## src/rtl/disp_src_sched.sv

```systemverilog
// disp_src_sched: decides which value source owns the 6-digit display path.
// Frequency owns the display by default; an amplitude or waveform update
// takes it over for HOLD_MS milliseconds, after which frequency is reloaded.
// Every (re)load produces a one-cycle disp_load strobe for the BCD converter.
// Optional feature macro: DISP_BLINK_EN (blinks the tubes while a hold source
// owns the display; when undefined disp_blank is tied low and no blink
// counter exists).
module disp_src_sched #(
  parameter int CLK_FREQ = 50000000,
  parameter int HOLD_MS  = 3000,
  parameter int BLINK_MS = 250,
  parameter int MAX_VAL  = 999999
) (
  input  logic        clk,
  input  logic        rst_n,
  input  logic [19:0] freq_val,
  input  logic        freq_upd,
  input  logic [19:0] amp_val,
  input  logic        amp_upd,
  input  logic [19:0] wave_val,
  input  logic        wave_upd,
  output logic [19:0] disp_bin,
  output logic [1:0]  disp_src,
  output logic        disp_load,
  output logic        disp_ovf,
  output logic        disp_blank
);

  // Prescaler divides clk down to a 1 ms tick; the ms counter then counts
  // ticks up to the hold time. Widths are guarded so terminal values of 1
  // still give a legal 1-bit counter.
  localparam int PRE_TERM = CLK_FREQ / 1000;
  localparam int PRE_W    = (PRE_TERM > 1) ? $clog2(PRE_TERM) : 1;
  localparam int HOLD_W   = (HOLD_MS > 1) ? $clog2(HOLD_MS) : 1;

  localparam logic [PRE_W-1:0]  PRE_LAST  = PRE_W'(PRE_TERM - 1);
  localparam logic [HOLD_W-1:0] HOLD_LAST = HOLD_W'(HOLD_MS - 1);
  localparam logic [19:0]       MAX_V     = 20'(MAX_VAL);

  localparam logic [1:0] SRC_FREQ = 2'd0;
  localparam logic [1:0] SRC_AMP  = 2'd1;
  localparam logic [1:0] SRC_WAVE = 2'd2;

  typedef enum logic {
    S_FREQ = 1'b0,
    S_HOLD = 1'b1
  } state_t;

  state_t state_reg, state_next;

  logic [PRE_W-1:0]  presc_reg;
  logic [HOLD_W-1:0] ms_cnt_reg;
  logic              ms_tick;
  logic              hold_expire;

  logic              load_en;
  logic              restart;
  logic [19:0]       load_val;
  logic [1:0]        load_src;

  logic [19:0]       disp_bin_reg;
  logic [1:0]        disp_src_reg;
  logic              disp_load_reg;
  logic              disp_ovf_reg;

  // The ms tick only exists while a hold source owns the display, so expiry
  // can never fire in S_FREQ.
  assign ms_tick     = (state_reg == S_HOLD) && (presc_reg == PRE_LAST);
  assign hold_expire = ms_tick && (ms_cnt_reg == HOLD_LAST);

  // State register.
  always_ff @(posedge clk or negedge rst_n) begin
    if (!rst_n) begin
      state_reg <= S_FREQ;
    end else begin
      state_reg <= state_next;
    end
  end

  // Next state: any strobe beats expiry; freq beats amp beats wave.
  always_comb begin
    state_next = state_reg;
    if (freq_upd) begin
      state_next = S_FREQ;
    end else if (amp_upd || wave_upd) begin
      state_next = S_HOLD;
    end else if (hold_expire) begin
      state_next = S_FREQ;
    end
  end

  // Load decode: which value to latch, its tag, and whether the hold timer
  // restarts. Expiry reloads the live freq_val.
  always_comb begin
    load_en  = 1'b0;
    restart  = 1'b0;
    load_val = freq_val;
    load_src = SRC_FREQ;
    if (freq_upd) begin
      load_en = 1'b1;
    end else if (amp_upd) begin
      load_en  = 1'b1;
      restart  = 1'b1;
      load_val = amp_val;
      load_src = SRC_AMP;
    end else if (wave_upd) begin
      load_en  = 1'b1;
      restart  = 1'b1;
      load_val = wave_val;
      load_src = SRC_WAVE;
    end else if (hold_expire) begin
      load_en = 1'b1;
    end
  end

  // Hold timer: cleared on restart and whenever the display is not held.
  always_ff @(posedge clk or negedge rst_n) begin
    if (!rst_n) begin
      presc_reg  <= '0;
      ms_cnt_reg <= '0;
    end else if (restart || (state_next != S_HOLD)) begin
      presc_reg  <= '0;
      ms_cnt_reg <= '0;
    end else if (ms_tick) begin
      presc_reg  <= '0;
      ms_cnt_reg <= ms_cnt_reg + 1'b1;
    end else begin
      presc_reg  <= presc_reg + 1'b1;
    end
  end

  // Output registers: saturate to six digits and flag the saturation.
  always_ff @(posedge clk or negedge rst_n) begin
    if (!rst_n) begin
      disp_bin_reg  <= '0;
      disp_src_reg  <= SRC_FREQ;
      disp_load_reg <= 1'b0;
      disp_ovf_reg  <= 1'b0;
    end else begin
      disp_load_reg <= load_en;
      if (load_en) begin
        disp_bin_reg <= (load_val > MAX_V) ? MAX_V : load_val;
        disp_ovf_reg <= (load_val > MAX_V);
        disp_src_reg <= load_src;
      end
    end
  end

  assign disp_bin  = disp_bin_reg;
  assign disp_src  = disp_src_reg;
  assign disp_load = disp_load_reg;
  assign disp_ovf  = disp_ovf_reg;

`ifdef DISP_BLINK_EN
  localparam int BLINK_W = (BLINK_MS > 1) ? $clog2(BLINK_MS) : 1;
  localparam logic [BLINK_W-1:0] BLINK_LAST = BLINK_W'(BLINK_MS - 1);

  logic [BLINK_W-1:0] blink_cnt_reg;
  logic               blank_reg;

  // Blink: toggle every BLINK_MS ticks while held; restart dark-off at 0.
  always_ff @(posedge clk or negedge rst_n) begin
    if (!rst_n) begin
      blink_cnt_reg <= '0;
      blank_reg     <= 1'b0;
    end else if (restart || (state_next != S_HOLD)) begin
      blink_cnt_reg <= '0;
      blank_reg     <= 1'b0;
    end else if (ms_tick) begin
      if (blink_cnt_reg == BLINK_LAST) begin
        blink_cnt_reg <= '0;
        blank_reg     <= ~blank_reg;
      end else begin
        blink_cnt_reg <= blink_cnt_reg + 1'b1;
      end
    end
  end

  assign disp_blank = blank_reg;
`else
  assign disp_blank = 1'b0;
`endif

endmodule

```

## config.mk

```make
export PLATFORM = sky130hd
export DESIGN_NAME = disp_src_sched
export DESIGN_NICKNAME = d
export VERILOG_FILES = /design/src/rtl/disp_src_sched.sv
export SDC_FILE = /design/constraint.sdc
export NUM_CORES = 1
export LEC_CHECK = 0
export BUFFER_PORTS_ARGS = -buffer_cell sky130_fd_sc_hd__buf_4
export CORE_MARGIN = 4
export CORE_UTILIZATION = 50
export DETAILED_ROUTE_END_ITERATION = 16
export PLACE_DENSITY = 0.78
export SKIP_CTS_REPAIR_TIMING = 1
export SYNTH_ARGS = -nofsm -noshare
export SYNTH_HDL_FRONTEND = slang
export SYNTH_SLANG_ARGS = --single-unit
```

## constraint.sdc

```tcl
create_clock -name clk -period 4.6 [get_ports clk]
set_clock_uncertainty 0.2 [all_clocks]
set_input_delay 0.69 -clock clk [delete_from_list [all_inputs] [get_ports clk]]
set_output_delay 0.69 -clock clk [all_outputs]
set_load 0.02 [all_outputs]
```

Word level (Yosys, flattened, before mapping)
Index checks and enable logic that the tools add are counted.
{"block": "word_totals", "register_bits": 53, "output_inout_bits": 25}
{"block": "classes", "addsub": 2, "order_cmp": 1, "n_eq_ne": 2, "n_mux": 21, "bitwise_logic": 1, "n_reduce_logical": 5}
{"op": "2-to-1 mux 20 bit", "count": 4}
{"op": "2-to-1 mux 16 bit", "count": 2}
{"op": "2-to-1 mux 12 bit", "count": 2}
{"op": "greater-than comparator 20 bit (second input constant)", "count": 1}
{"op": "adder 16 x 1 -> 16 bit (second input constant)", "count": 1}
{"op": "equality test 16 bit (second input constant)", "count": 1}
{"op": "adder 12 x 1 -> 12 bit (second input constant)", "count": 1}
{"op": "equality test 12 bit (second input constant)", "count": 1}
{"op": "2-to-1 mux 1 bit", "count": 10}
{"op": "2-to-1 mux 2 bit", "count": 3}
{"op": "logical AND 1 bit", "count": 2}
{"op": "logical OR 1 bit", "count": 2}
{"op": "nonzero test 2 bit", "count": 1}
{"op": "inverter 1 bit", "count": 1}

Depth between registers and ports, before layout
Gate-level depths: netlist of the first run.
{"block": "logic_depth", "depth_word": 9, "depth_mapped": 9, "mapped_depth_nobuf": 8}

Worst setup path before layout of the first run
OpenSTA, ideal clock, no wires.
{"block": "synth_path", "path_type": "input-to-reg", "start": "in amp_upd", "end": "reg disp_bin_reg[4], in the netlist disp_bin[4]", "arrival_time_ns": 2.400, "required_time_ns": 4.335, "path_slack_ns": 1.935, "path_stages": 9, "path_buffers": 3, "cell_sequence": "buf_2 > nor2b_1 > buf_2 > a22oi_1 > a2bb2oi_1 > nor4_1 > a2bb2oi_2 > buf_6 > o22a_1"}
{"block": "synth_between", "elab_chain_len": 4, "elab_cells_between_ends": 6, "cone_classes": "order compare (1); mux (5)"}
{"element": "from (decl)", "line": "19", "rtl": "input logic amp_upd,"}
{"element": "2-to-1 mux 20 bit", "line": "101", "rtl": "end else if (amp_upd) begin"}
{"element": "2-to-1 mux 20 bit", "line": "99", "rtl": "if (freq_upd) begin"}
{"element": "greater-than comparator 20 bit", "line": "142", "rtl": "disp_bin_reg <= (load_val > MAX_V) ? MAX_V : load_val;"}
{"element": "2-to-1 mux 20 bit", "line": "142"}
{"element": "to (signal assigned)", "line": "142"}
{"element": "to (decl)", "line": "61", "rtl": "logic [19:0] disp_bin_reg;"}
Several ways; a longest one is shown, not always the timed one.
A chain may end at the register's enable or synchronous reset.

Worst setup path after layout of the first run
{"block": "layout_path", "start": "in amp_upd", "end": "reg disp_bin_reg[3], in the netlist disp_bin[3]"}
Same word-level chain as after synthesis.

==> results.md, run 1 <==
- The initial antenna violation count came to 0.
- In the detailed route, the total length drawn on met3 is just under 600 um.
- The die area is 6870 um^2.
- In this run the tightest slew margin relative to its limit is 0.3200.
- The final count of hold timing violations was 0.
- The post-place setup slack is roughly 990 ps.
- The wire-length estimate of the detail-placed layout is 5177 um.
- Internal power comes to around 760 uW.
- The highest attainable clock frequency is a little over 300 MHz.
- The root buffer cell is clkbuf_8.
- For this run, the slowest stage of the critical path takes 820 ps.
- The register with the most flip-flops in the layout has 20 of them.
- The prevailing post-synth register cell is dfrtp_1.
- The signal on the critical path passes through buf_4 > o21bai_1 > a2bb2oi_1 > nor4_1 > a2bb2oi_2 > o22a_1.
- By count the netlist is led by dfrtp_1, nor2_1, nand2_1, o21ai_0, xnor2_1.
- The worst path in the final design needs a cycle of 3302 ps, including I/O delays and setup.
- The buffer depth of the longest clock path is 2.
- The CTS clock-pin slew for the worst setup and hold paths is 90 ps.
- The number of max-cap violations is 0.
- The average wire per cell in the routed design is 15.27 um.
- The peak supply drop is roughly 0.14 mV.
- The class of the tightest hold or removal check is in -> async.
- The final worst slack is 1298 ps.
- The worst-margin pin slew is 1018 ps.
- The most common cell in the synthesized netlist is dfrtp_1.
- The clock insertion delay at the later pin of the skew report is 300 ps.
- The number of synthesized register bits is 53.
- The critical path is of the in -> reg type.
- The number of antenna diodes in the final layout is 0.
- The share of total power consumed by net switching is 0.2603.
- STA classifies the critical path endpoint as a register.
- The mean instance size in the synthesized netlist is 9.636 um^2.
- The arrival time reported for the critical path endpoint is 3350 ps.
- The share of total power dissipated in combinational logic is 0.189.
- The share of total power dissipated in sequential elements is 0.492.
- Data on the critical path is required at its endpoint by between 4000 and 5000 ps.
- Setup violations remaining at the end of the flow were counted as 0.
- The met2 wirelength from detailed routing is about 3200 um.
- The count of buffers added on input and output ports is 88.
- Synthesis instantiated 49 different standard cells from the library.
- Of the synthesized area, sequential elements account for 0.4730.
- The post-layout net count is 438.
- The post-route setup TNS is 0 ps.
- Sorting the synthesized cells by area gives the leading types as dfrtp_1, nor2_1, xnor2_1, nand2_1, xor2_1.
- The starting density of the core is 0.5123.
- After detailed routing, the total wire length is approximately 6800 um.
- The post-synthesis cell area is approximately 2800 um^2.
- The height of the chip is 82.89 um.
- The count of nets left with antenna violations once routing finished came out at 0.
- Summing over every cut layer, the via total after detailed routing is 2404.
- The total CTS buffers is 5.
- The total track usage is 0.1981.
- After floorplanning, the core was divided into 27 placement rows.
- The floorplan step defined a core boundary enclosing 5473 um^2.
- The slowest stage cell on the critical path is o21bai_1.
- The first-pass GRT wire length is 11240 um.
- After detailed routing, the wire length on met1 is between 2000 and 3000 um.
- The analysis attributes to cell leakage a power of 1.611 nW.
- The max-slew violation total from the final report was 0.
- The congestion estimate from routability-driven global placement came to 0.8542.
- From left edge to right edge, the die measures 82.89 um.
- For this block, the initial DRC count from the detailed router was 98.
- The DRC violation count after routing is 0.
- The uppermost signal routing layer after detailed routing is met4.
- The power per unit of standard cell area is ~290 nW/um^2.
- The biggest area consumer among synthesized cells is dfrtp_1.
- Using the TritonRoute via totals, the vias-per-cell ratio works out to 5.414.
- The cell count after synthesis is 291.
- For this run the aggregate overflow at the end of global routing stands at 0.
- Entering global routing, the biggest net connects 54 pins.
- The number of iterations in the first detailed-routing pass is 4.
- The top cell type's share of synthesized area is 0.4730.
- The analysis attributes to net switching a power of 267.6 uW.
- The count of synthesis-stage warnings from yosys is 0.
- Dividing the final minimum period by the clock period gives 0.7178.
- The number of levels the H-tree was split into is 2.
- Of the cells placed in the final design, the portion with a size suffix greater than 1 is 0.2796.
- The run finished with clean final reports.
- The via count of the first global-routing pass is 2423.
- When the netlist entered floorplanning its net count stood at 358.
- The post-synthesis to final-layout area growth is 28.51%.
- Pin placement for this block handled 90 I/O pins.
- The worst setup path is launched from an input port.
- The clock power share is 0.319.
- The number of clock sinks is 53.
- TritonCTS built the clock tree.
- Setup repair after global routing left no endpoint under its margin.
- After synthesis, the share of flip-flops with an asynchronous set or reset is 1.000.
- Yosys mapped a number of flops with a built-in enable equal to 0.
- Of all nets on the critical path, the largest fanout is 28.
## power by group through the flow
| stage | clock network, mW | registers [mW] | logic (mW) |
|---|---|---|---|
| finish | 0.328 | 0.505 | 0.194 |
| global route | 0.356 | 0.509 | 0.211 |
| CTS | 0.334 | 0.506 | 0.196 |
| detailed placement | 0 | 0.515 | 0.196 |
| global placement | 0 | 0.515 | 0.194 |
| floorplan | 0 | 0.540 | 0.0660 |
## metrics by stage
step | hold WS [ps] | util | area [um^2] | total power, mW | std cells
floorplan | 194.4 | - | 2804 | 0.6060 | 291
global placement | 243.4 | 0.6365 | 3483 | 0.7091 | 436
detailed placement | 250.7 | 0.6365 | 3483 | 0.7107 | 436
CTS | 225.9 | 0.6584 | 3603 | 1.035 | 444
global route | 251.2 | 0.6584 | 3603 | 1.076 | 444
finish | 203.0 | 0.6584 | 3603 | 1.028 | 444
## metal layers
layer  vias to the layer above  GRT usage
li1                       1198          -
met1                      1117     0.2580
met2                        82     0.3178
met3                         7    0.06746
met4                         0    0.04903
met5                         -          0
## cells by family after synthesis
group / share of synthesized area
AO/OA/AOI/OAI: 0.1731
XOR/XNOR: 0.07497
adder cells (fa/ha/maj): 0.008923
buffers and inverters: 0.03882
flip-flops: 0.4730
multiplexers: 0.007140
other: 0.001337
AND/OR/NAND/NOR: 0.2227
## layout make-up
class | count | area (um^2)
Clock buffer | 6 | 82.58
Clock inverter | 2 | 37.54
Fill cell | 462 | 1869
Inverter | 8 | 30.03
Multi-Input combinational cell | 214 | 1369
Sequential cell | 53 | 1326
Tap cell | 72 | 90.09
Timing Repair Buffer | 89 | 668.1
## layout by cell type (no fill, tap or decap), drive strengths merged, types with 2 or more instances in the layout
cell type	instances
xnor2	13
ha	2
buf	89
a2bb2oi	7
nand2	28
inv	8
nand4	5
o22a	7
dfrtp	53
and3	7
nor2b	3
nand3	11
nand2b	2
clkbuf	6
nor4	3
a21oi	6
a21o	2
a211oi	2
mux2i	2
xor2	11
a22oi	11
or4	2
nand3b	4
o221ai	4
or4bb	2
nor2	34
or4b	5
and4	2
and2	4
o22ai	2
nor3	4
o21ai	21
## worst max-delay path: cells and delay by family
kind / cells / cell delay, ps
compound gates: 4 / 1820
simple gates: 1 / 640
buf+inv: 1 / 200
## worst paths after layout
path | from | to | slack, ps | cells past startpoint
worst max-delay path | amp_upd | disp_bin[3]$_DFFE_PN0P_ | 1300 | 6
worst min-delay path | rst_n | presc_reg[6]$_DFF_PN0_ | 200 | 1
worst max register to register | presc_reg[12]$_DFF_PN0_ | disp_bin[3]$_DFFE_PN0P_ | 1770 | 6
worst min register to register | presc_reg[0]$_DFF_PN0_ | presc_reg[0]$_DFF_PN0_ | 270 | 1
max in group asynchronous | rst_n | ms_cnt_reg[6]$_DFFE_PN0P_ | 3570 | 1
min in group clk | presc_reg[0]$_DFF_PN0_ | presc_reg[0]$_DFF_PN0_ | 270 | 1
No activity file was read; power rests on OpenSTA's default activity.
==> run 2, diff against run 1 <==
--- a/config.mk
+++ b/config.mk
@@ -5,11 +5,12 @@
 export SDC_FILE = /design/constraint.sdc
 export NUM_CORES = 1
 export LEC_CHECK = 0
+export ABC_AREA = 1
 export BUFFER_PORTS_ARGS = -buffer_cell sky130_fd_sc_hd__buf_4
 export CORE_MARGIN = 4
-export CORE_UTILIZATION = 50
+export CORE_UTILIZATION = 48
 export DETAILED_ROUTE_END_ITERATION = 16
-export PLACE_DENSITY = 0.78
+export PLACE_DENSITY = 0.76
 export SKIP_CTS_REPAIR_TIMING = 1
 export SYNTH_ARGS = -nofsm -noshare
 export SYNTH_HDL_FRONTEND = slang
==> constraint.sdc (replaced) <==
create_clock -name clk -period 2.7 [get_ports clk]
set_clock_uncertainty 0.2 [all_clocks]
set_input_delay 0.405 -clock clk [delete_from_list [all_inputs] [get_ports clk]]
set_output_delay 0.405 -clock clk [all_outputs]
set_load 0.02 [all_outputs]
==> results.md, run 2 <==
- TritonCTS built the clock tree.
- By count the netlist is led by nand2_1, nor2_1, dfrtp_1, inv_1, nand3_1.
- After synthesis, the mean cell area works out to 7.356 um^2.
- The DRC violation count after routing is 0.
- For this run, the register share of the synthesized area comes to 0.4097.
- The class of the most critical setup path is reg -> reg.
- The worst-case headroom to the max-slew limit is 0.5144.
- The total half-perimeter wirelength after legalization and detailed placement is approximately 5700 um.
- In this run, distinct cell masters in the synthesized netlist total 34.
- The cell count after synthesis is 440.
- The number of vias in the routed layout is 2954.
- The starting density of the core is 0.5012.
- The prevailing post-synth register cell is dfrtp_1.
- The largest net degree at the start of global routing is 54.
- Along the worst path, the maximum fanout reaches 11.
- The run finished with clean final reports.
- The total track usage is 0.1896.
- The root buffer cell is clkbuf_8.
- The remaining antenna violation count is 0.
- The required arrival time at the worst endpoint is 2720 ps.
- The number of synthesized register bits is 53.
- In the final layout, the multi-input gates occupy 1587 um^2.
- At the later pin of the worst-skew pair, clock insertion delay measures 310 ps.
- The class of the tightest hold or removal check is in -> reg.
- For met3 alone, demand over resource in global routing was 0.05259.
- Wires add up to 7363 um.
- The remaining global-route overflow is 0.
- The number of enable-type register cells in the synthesized netlist is 0.
- Summed over all instances, the cell type with the most area after synthesis is dfrtp_1.
- The register cell area after layout is 1326 um^2.
- The CTS clock-pin slew for the worst setup and hold paths is ~100 ps.
- The number of cells on the worst reg-to-reg path is 10.
- The destination of the critical timing path is presc_reg[3]$_DFF_PN0_.
- The top cell type's share of synthesized area is 0.4097.
- The cell with the most instances after synthesis is nand2_1.
- The initial antenna violation count is 0.
- The I/O pin total is 90.
- The post-layout net count is 588.
- Counting the fill cells in the layout gives 569.
- The post-synthesis cell area is around 3200 um^2.
- The part of the cycle the worst path needs is 0.8557.
- The final count of hold timing violations is 0.
- For the finished layout, the period the worst path requires is 2310 ps.
- The number of levels the H-tree was split into is 2.
- The detail-routed via count per cell is 4.932.
- The worst-case IR drop observed on VDD is 0.2405 mV.
- The worst-margin pin slew is 728.3 ps.
- Setup violations remaining at the end of the flow were counted as 0.
- During placement, the flow inserted port buffers numbering 88.
- For this design the static power due to leakage is 2.055 nW.
- The met1 track demand over resource in global routing is 0.2380.
- Setup repair after global routing left no endpoint under its margin.
- The average wire per cell in the routed design is 12.29 um.
- The floorplan step defined a core boundary enclosing 6459 um^2.
- The max-slew violation total from the final report is 0.
- The number of iterations in the first detailed-routing pass is 4.
- The first-pass GRT wire length is 13070 um.
- The worst setup path is launched from a register.
- The power per unit of standard cell area is 425.3 nW/um^2.
- The total CTS buffers is 5.
- The commonest non-fill, non-tap cell in the layout is nand2_1.
- The number of DRC violations after detailed-routing iteration 0 is 87.
- The width of the die is 90.12 um.
- The endpoint identified for the worst register-to-register timing path is presc_reg[3]$_DFF_PN0_.
- The count of synthesis-stage warnings from yosys is 0.
- The fraction of final layout cells with drive strength greater than 1 is 0.2452.
- The fraction of synthesis flops using an asynchronous set or reset pin is 1.000.
- The post-route setup TNS is 0 ps.
- The layer flagged by global routing as most heavily used is met2.
- The post-route worst hold slack is 120.5 ps.
- The number of antenna diodes is 0.
- The beginning of the worst register-to-register path is presc_reg[0]$_DFF_PN0_.
- The first element of the critical path is presc_reg[0]$_DFF_PN0_.
- The placer congestion estimate is about 0.88.
- For this design, the sink count on the clock tree is 53.
- The number of standard-cell rows in the floorplan is 29.
- The flip-flop count of the largest register, all copies and words added is 20.
- The worst register-to-register path has a setup slack of a little under 400 ps.
- STA classifies the critical path endpoint as a register.
- The top cell types in the final layout, fill and taps aside, are nand2_1, buf_4, nor2_1.
- The via count of the first global-routing pass is a little under 3000.
- The clock passes through at most 2 buffers.
- The die area is 8122 um^2.
- In the post-synthesis netlist, the biggest area contributors are dfrtp_1, nand2_1, nor2_1, inv_1, nand3_1.
- At the worst endpoint, the arrival time is 2330 ps.
- The global routing met2 resource utilization is 0.3167.
- Compared with the post-synthesis result, the final layout area differs by 22.73%.
- Synthesis produced a netlist with a net count of 507.
- Derived from the worst setup path, the maximum achievable clock frequency is between 400 and 500 MHz.
- Measured along the y axis, the die boundary spans 90.12 um.
- The number of max-cap violations is 0.
## run 2: cell types whose count changed after synthesis, sizes merged, moves of 13 or more
cell   previous run  this run
nand3            11        34
o21ai            21         7
nor2             34        74
inv               8        50
nand2            28       128
nand4             5        18
## run 2: logic make-up after synthesis
group                    after synthesis  synth area share
AND/OR/NAND/NOR                      281            0.3989
buffers and inverters                 67            0.1001
flip-flops                            53            0.4097
AO/OA/AOI/OAI                         22           0.04445
XOR/XNOR                              14           0.03788
adder cells (fa/ha/maj)                2          0.007730
other                                  1          0.001159
## run 2: how the worst min path moves through the flow
stage / cells after the start / start / endpoint / slack, ps
6_report: 2 / freq_upd / disp_src[0]$_DFFE_PN0P_ / 120
5_1_grt: 2 / freq_upd / disp_src[0]$_DFFE_PN0P_ / 100
4_1_cts: 1 / rst_n / ms_cnt_reg[8]$_DFFE_PN0P_ / -60
3_5_place_dp: 1 / presc_reg[0]$_DFF_PN0_ / presc_reg[0]$_DFF_PN0_ / 250
3_3_place_gp: 1 / presc_reg[0]$_DFF_PN0_ / presc_reg[0]$_DFF_PN0_ / 250
2_1_floorplan: 0 / rst_n / disp_bin[0]$_DFFE_PN0P_ / -90
## run 2: layout make-up
cell class | count | share of cell area
sequential | 53 | 0.3339
multi-input combinational | 320 | 0.3994
clock buffer | 5 | 0.01732
timing repair buffer | 91 | 0.1726
clock inverter | 3 | 0.005354
inverter | 50 | 0.04724
tap | 77 | 0.02425
## run 2: report_power, final
part | switching (mW) | internal (mW) | leakage (nW) | total [mW]
sequential | 0.0254 | 0.834 | 0.691 | 0.859
combinational | 0.205 | 0.168 | 1.32 | 0.373
clock | 0.272 | 0.185 | 0.0445 | 0.457
total | 0.503 | 1.19 | 2.05 | 1.69
## run 2: metal layers
layer,vias up,routed length (um)
met1,1316,3334
met3,5,504
li1,1547,-
met2,86,3454
met5,-,0
met4,0,70
## run 2: per-stage QoR
stage | worst slack (ps) | util | cell area, um^2 | total power [mW] | cells
floorplan | 858.4 | - | 3237 | 1.077 | 440
global placement | 366.6 | 0.5996 | 3872 | 1.246 | 590
detailed placement | 273.6 | 0.5996 | 3872 | 1.252 | 590
CTS | 350.0 | 0.6135 | 3963 | 1.709 | 598
global route | 170.7 | 0.6151 | 3973 | 1.785 | 599
finish | 389.6 | 0.6151 | 3973 | 1.690 | 599
## run 2: worst max-delay path: stages, from the launching register on
cell and delay [ps]:
dfrtp_1 400, ha_1 220, nand2_1 120, nor2_4 60, nand3b_1 90, nor2_1 60
nand3_1 130, nand3_1 110, nor2_1 250, nand2_1 310, nor3b_1 280
==> run 3, diff against run 2 <==
--- a/config.mk
+++ b/config.mk
@@ -10,6 +10,7 @@
 export CORE_MARGIN = 4
 export CORE_UTILIZATION = 48
 export DETAILED_ROUTE_END_ITERATION = 16
+export MAX_ROUTING_LAYER = met4
 export PLACE_DENSITY = 0.76
 export SKIP_CTS_REPAIR_TIMING = 1
 export SYNTH_ARGS = -nofsm -noshare
==> constraint.sdc (replaced) <==
create_clock -name clk -period 2 [get_ports clk]
set_clock_uncertainty 0.2 [all_clocks]
set_input_delay 0.3 -clock clk [delete_from_list [all_inputs] [get_ports clk]]
set_output_delay 0.3 -clock clk [all_outputs]
set_load 0.02 [all_outputs]
==> results.md, run 3 (synthesis gave the netlist of run 2 again) <==
- The run finished, with violations left.
- The checks that failed: setup timing.
- After filler insertion, the fill cell instance count of the layout stands at between 500 and 600.
- The first global-routing pass estimated between 10000 and 15000 um of wire.
- The required arrival time at the worst endpoint is 2010 ps.
- Leaving out fill and tap cells, the most frequent cell in the layout is buf_4.
- The number of levels the H-tree was split into is 2.
- The post-layout minimum cycle time is just over 2000 ps.
- Entering global routing, the biggest net connects 54 pins.
- Static timing analysis puts the maximum clock frequency at 481.8 MHz.
- The final core utilization is 0.6893.
- The tree is rooted in a clkbuf_8.
- The flip-flop count of the largest register, all copies and words added is 20.
- In the routed layout, each cell is associated on average with a via count of 4.916.
- The average wire per cell in the routed design is 12.65 um.
- The setup check on the worst reg-to-reg path leaves a slack of -80 ps.
- The peak supply drop is roughly 0.31 mV.
- Including well taps, the total number of placed cells is around 630.
- Detailed routing inserted a total of 3146 vias.
- The leakage power figure is ~2.3 nW.
- The critical path in this run is classified as reg -> reg.
- In the final timing run, aggregate negative setup slack is -743.2 ps.
- The number of iterations in the first detailed-routing pass is 4.
- The remaining global-route overflow is 0.
- The die is 90.12 um wide.
- The largest incremental delay on the critical path is 370 ps.
- The remaining antenna violation count is 0.
- The final standard cell count with taps included and fillers excluded is 640.
- The CTS clock-pin slew for the worst setup and hold paths is roughly 90 ps.
- The post-place setup slack is -186.0 ps.
- Counting along the longest clock path gives a buffer depth of 2.
- Counting every sink on the clock net gives 53.
- STA puts the critical path data arrival time at 2080 ps.
- The cell area after layout is approximately 4500 um^2.
- The largest individual stage delay along the critical path comes from the cell dfrtp_1.
- The total track usage is 0.2042.
- The area of combinational cells with multiple inputs is 1677 um^2.
- The initial antenna violation count is 0.
- For this run, design rule violations remaining after detail routing come to 0.
- Across all setup checks in the final design, the least slack found is -75.54 ps.
- The die is 90.12 um tall.
- The placer congestion estimate is 0.8983.
- In this run the count of I/O pins placed on the die edge is 90.
- The register cell area after layout is 1326 um^2.
- The fraction of final layout cells with drive strength greater than 1 is 0.3375.
- Buffers placed on the I/O ports in this run total 88.
- The class of the tightest hold or removal check is in -> reg.
- On the final layout, the worst hold slack is 18.17 ps.
- STA classifies the critical path endpoint as a register.
- The number of DRC violations after detailed-routing iteration 0 is 83.
- The final count of hold timing violations is 0.
- The initial utilization of the core area, before any placement, comes to 0.5012.
- Once detailed placement completed, the half-perimeter wirelength came to 6212 um.
- The total CTS buffers is 5.
- The power per unit of standard cell area is 559.4 nW/um^2.
- Dividing the final minimum period by the clock period gives 1.038.
- The die covers 8122 um^2.
- The area of the core is between 6000 and 7000 um^2.
- TritonCTS built the clock tree.
- The worst setup path is launched from a register.
- Once placement finished, the instance area stood at between 4000 and 5000 um^2.
- Walking the worst path, the cells encountered are ha_2 > nand2_2 > nor2_4 > nand3b_1 > nor2_1 > nand3_1 > buf_4 > nand3_4 > buf_12 > nand2_1 > inv_1 > nand3_1 > nand2_1 > inv_1.
- The via count of the first global-routing pass is 3124.
- The clock insertion delay at the later pin of the skew report is 310 ps.
- The max-slew violation total from the final report is 0.
- The worst-case headroom to the max-slew limit is 0.5656.
- For this block, the routed nets add up to around 8100 um of wire.
- The post-synthesis to final-layout area growth is 37.53%.
- The design draws 2.490 mW.
- Max-cap violations in this run came to 0.
- For the pin with the worst max-slew slack, the measured transition is 651.7 ps.
- In the layout the commonest cells are buf_4, nand2_1, nor2_1.
- In this run the worst path has a maximum fanout of 10.
- The final layout contains 629 nets.
- The setup-violating endpoint count in the final report is 22.
- Setup repair after global routing could not meet its margin everywhere.
- The repair_antennas step left the layout with diodes totalling 0.
- The initialized floorplan defines 29 standard-cell rows.
## run 3: worst max-delay path, delay by kind of cell, from the launching register on
kind	cells	cell delay, ps
simple gates	9	820
buf+inv	4	410
fa+ha+maj	1	200
flops	1	370
## run 3: area by class of cell
cell class                      instances  share of cell area
Clock buffer                            5             0.01546
Tap cell                               77             0.02164
Inverter                               50             0.04272
Multi-Input combinational cell        320              0.3766
Timing Repair Buffer                  132              0.2344
Sequential cell                        53              0.2979
Clock inverter                          3             0.01124
## run 3: worst paths after layout
kind	start	to	depth (start not counted)
worst max-delay path	presc_reg[1]$_DFF_PN0_	disp_bin[0]$_DFFE_PN0P_	14
worst min-delay path	freq_upd	disp_src[0]$_DFFE_PN0P_	2
worst max register to register	presc_reg[1]$_DFF_PN0_	disp_bin[0]$_DFFE_PN0P_	14
worst min register to register	disp_bin[19]$_DFFE_PN0P_	disp_bin[19]$_DFFE_PN0P_	2
max in group asynchronous	rst_n	presc_reg[10]$_DFF_PN0_	2
min in group asynchronous	rst_n	presc_reg[6]$_DFF_PN0_	2
## run 3: report_power, final
part	switching, mW	leakage (nW)	internal, mW
Sequential	0.0350	0.691	1.13
Clock	0.374	0.0603	0.384
Combinational	0.295	1.55	0.277
## run 3: routing by layer
metal | vias up | global-route usage | share of wire
met5 | - | - | 0
met2 | 85 | 0.3485 | 0.50
li1 | 1634 | - | -
met3 | 10 | 0.03756 | 0.055
met1 | 1417 | 0.2521 | 0.43
met4 | 0 | 0.04847 | 0.013
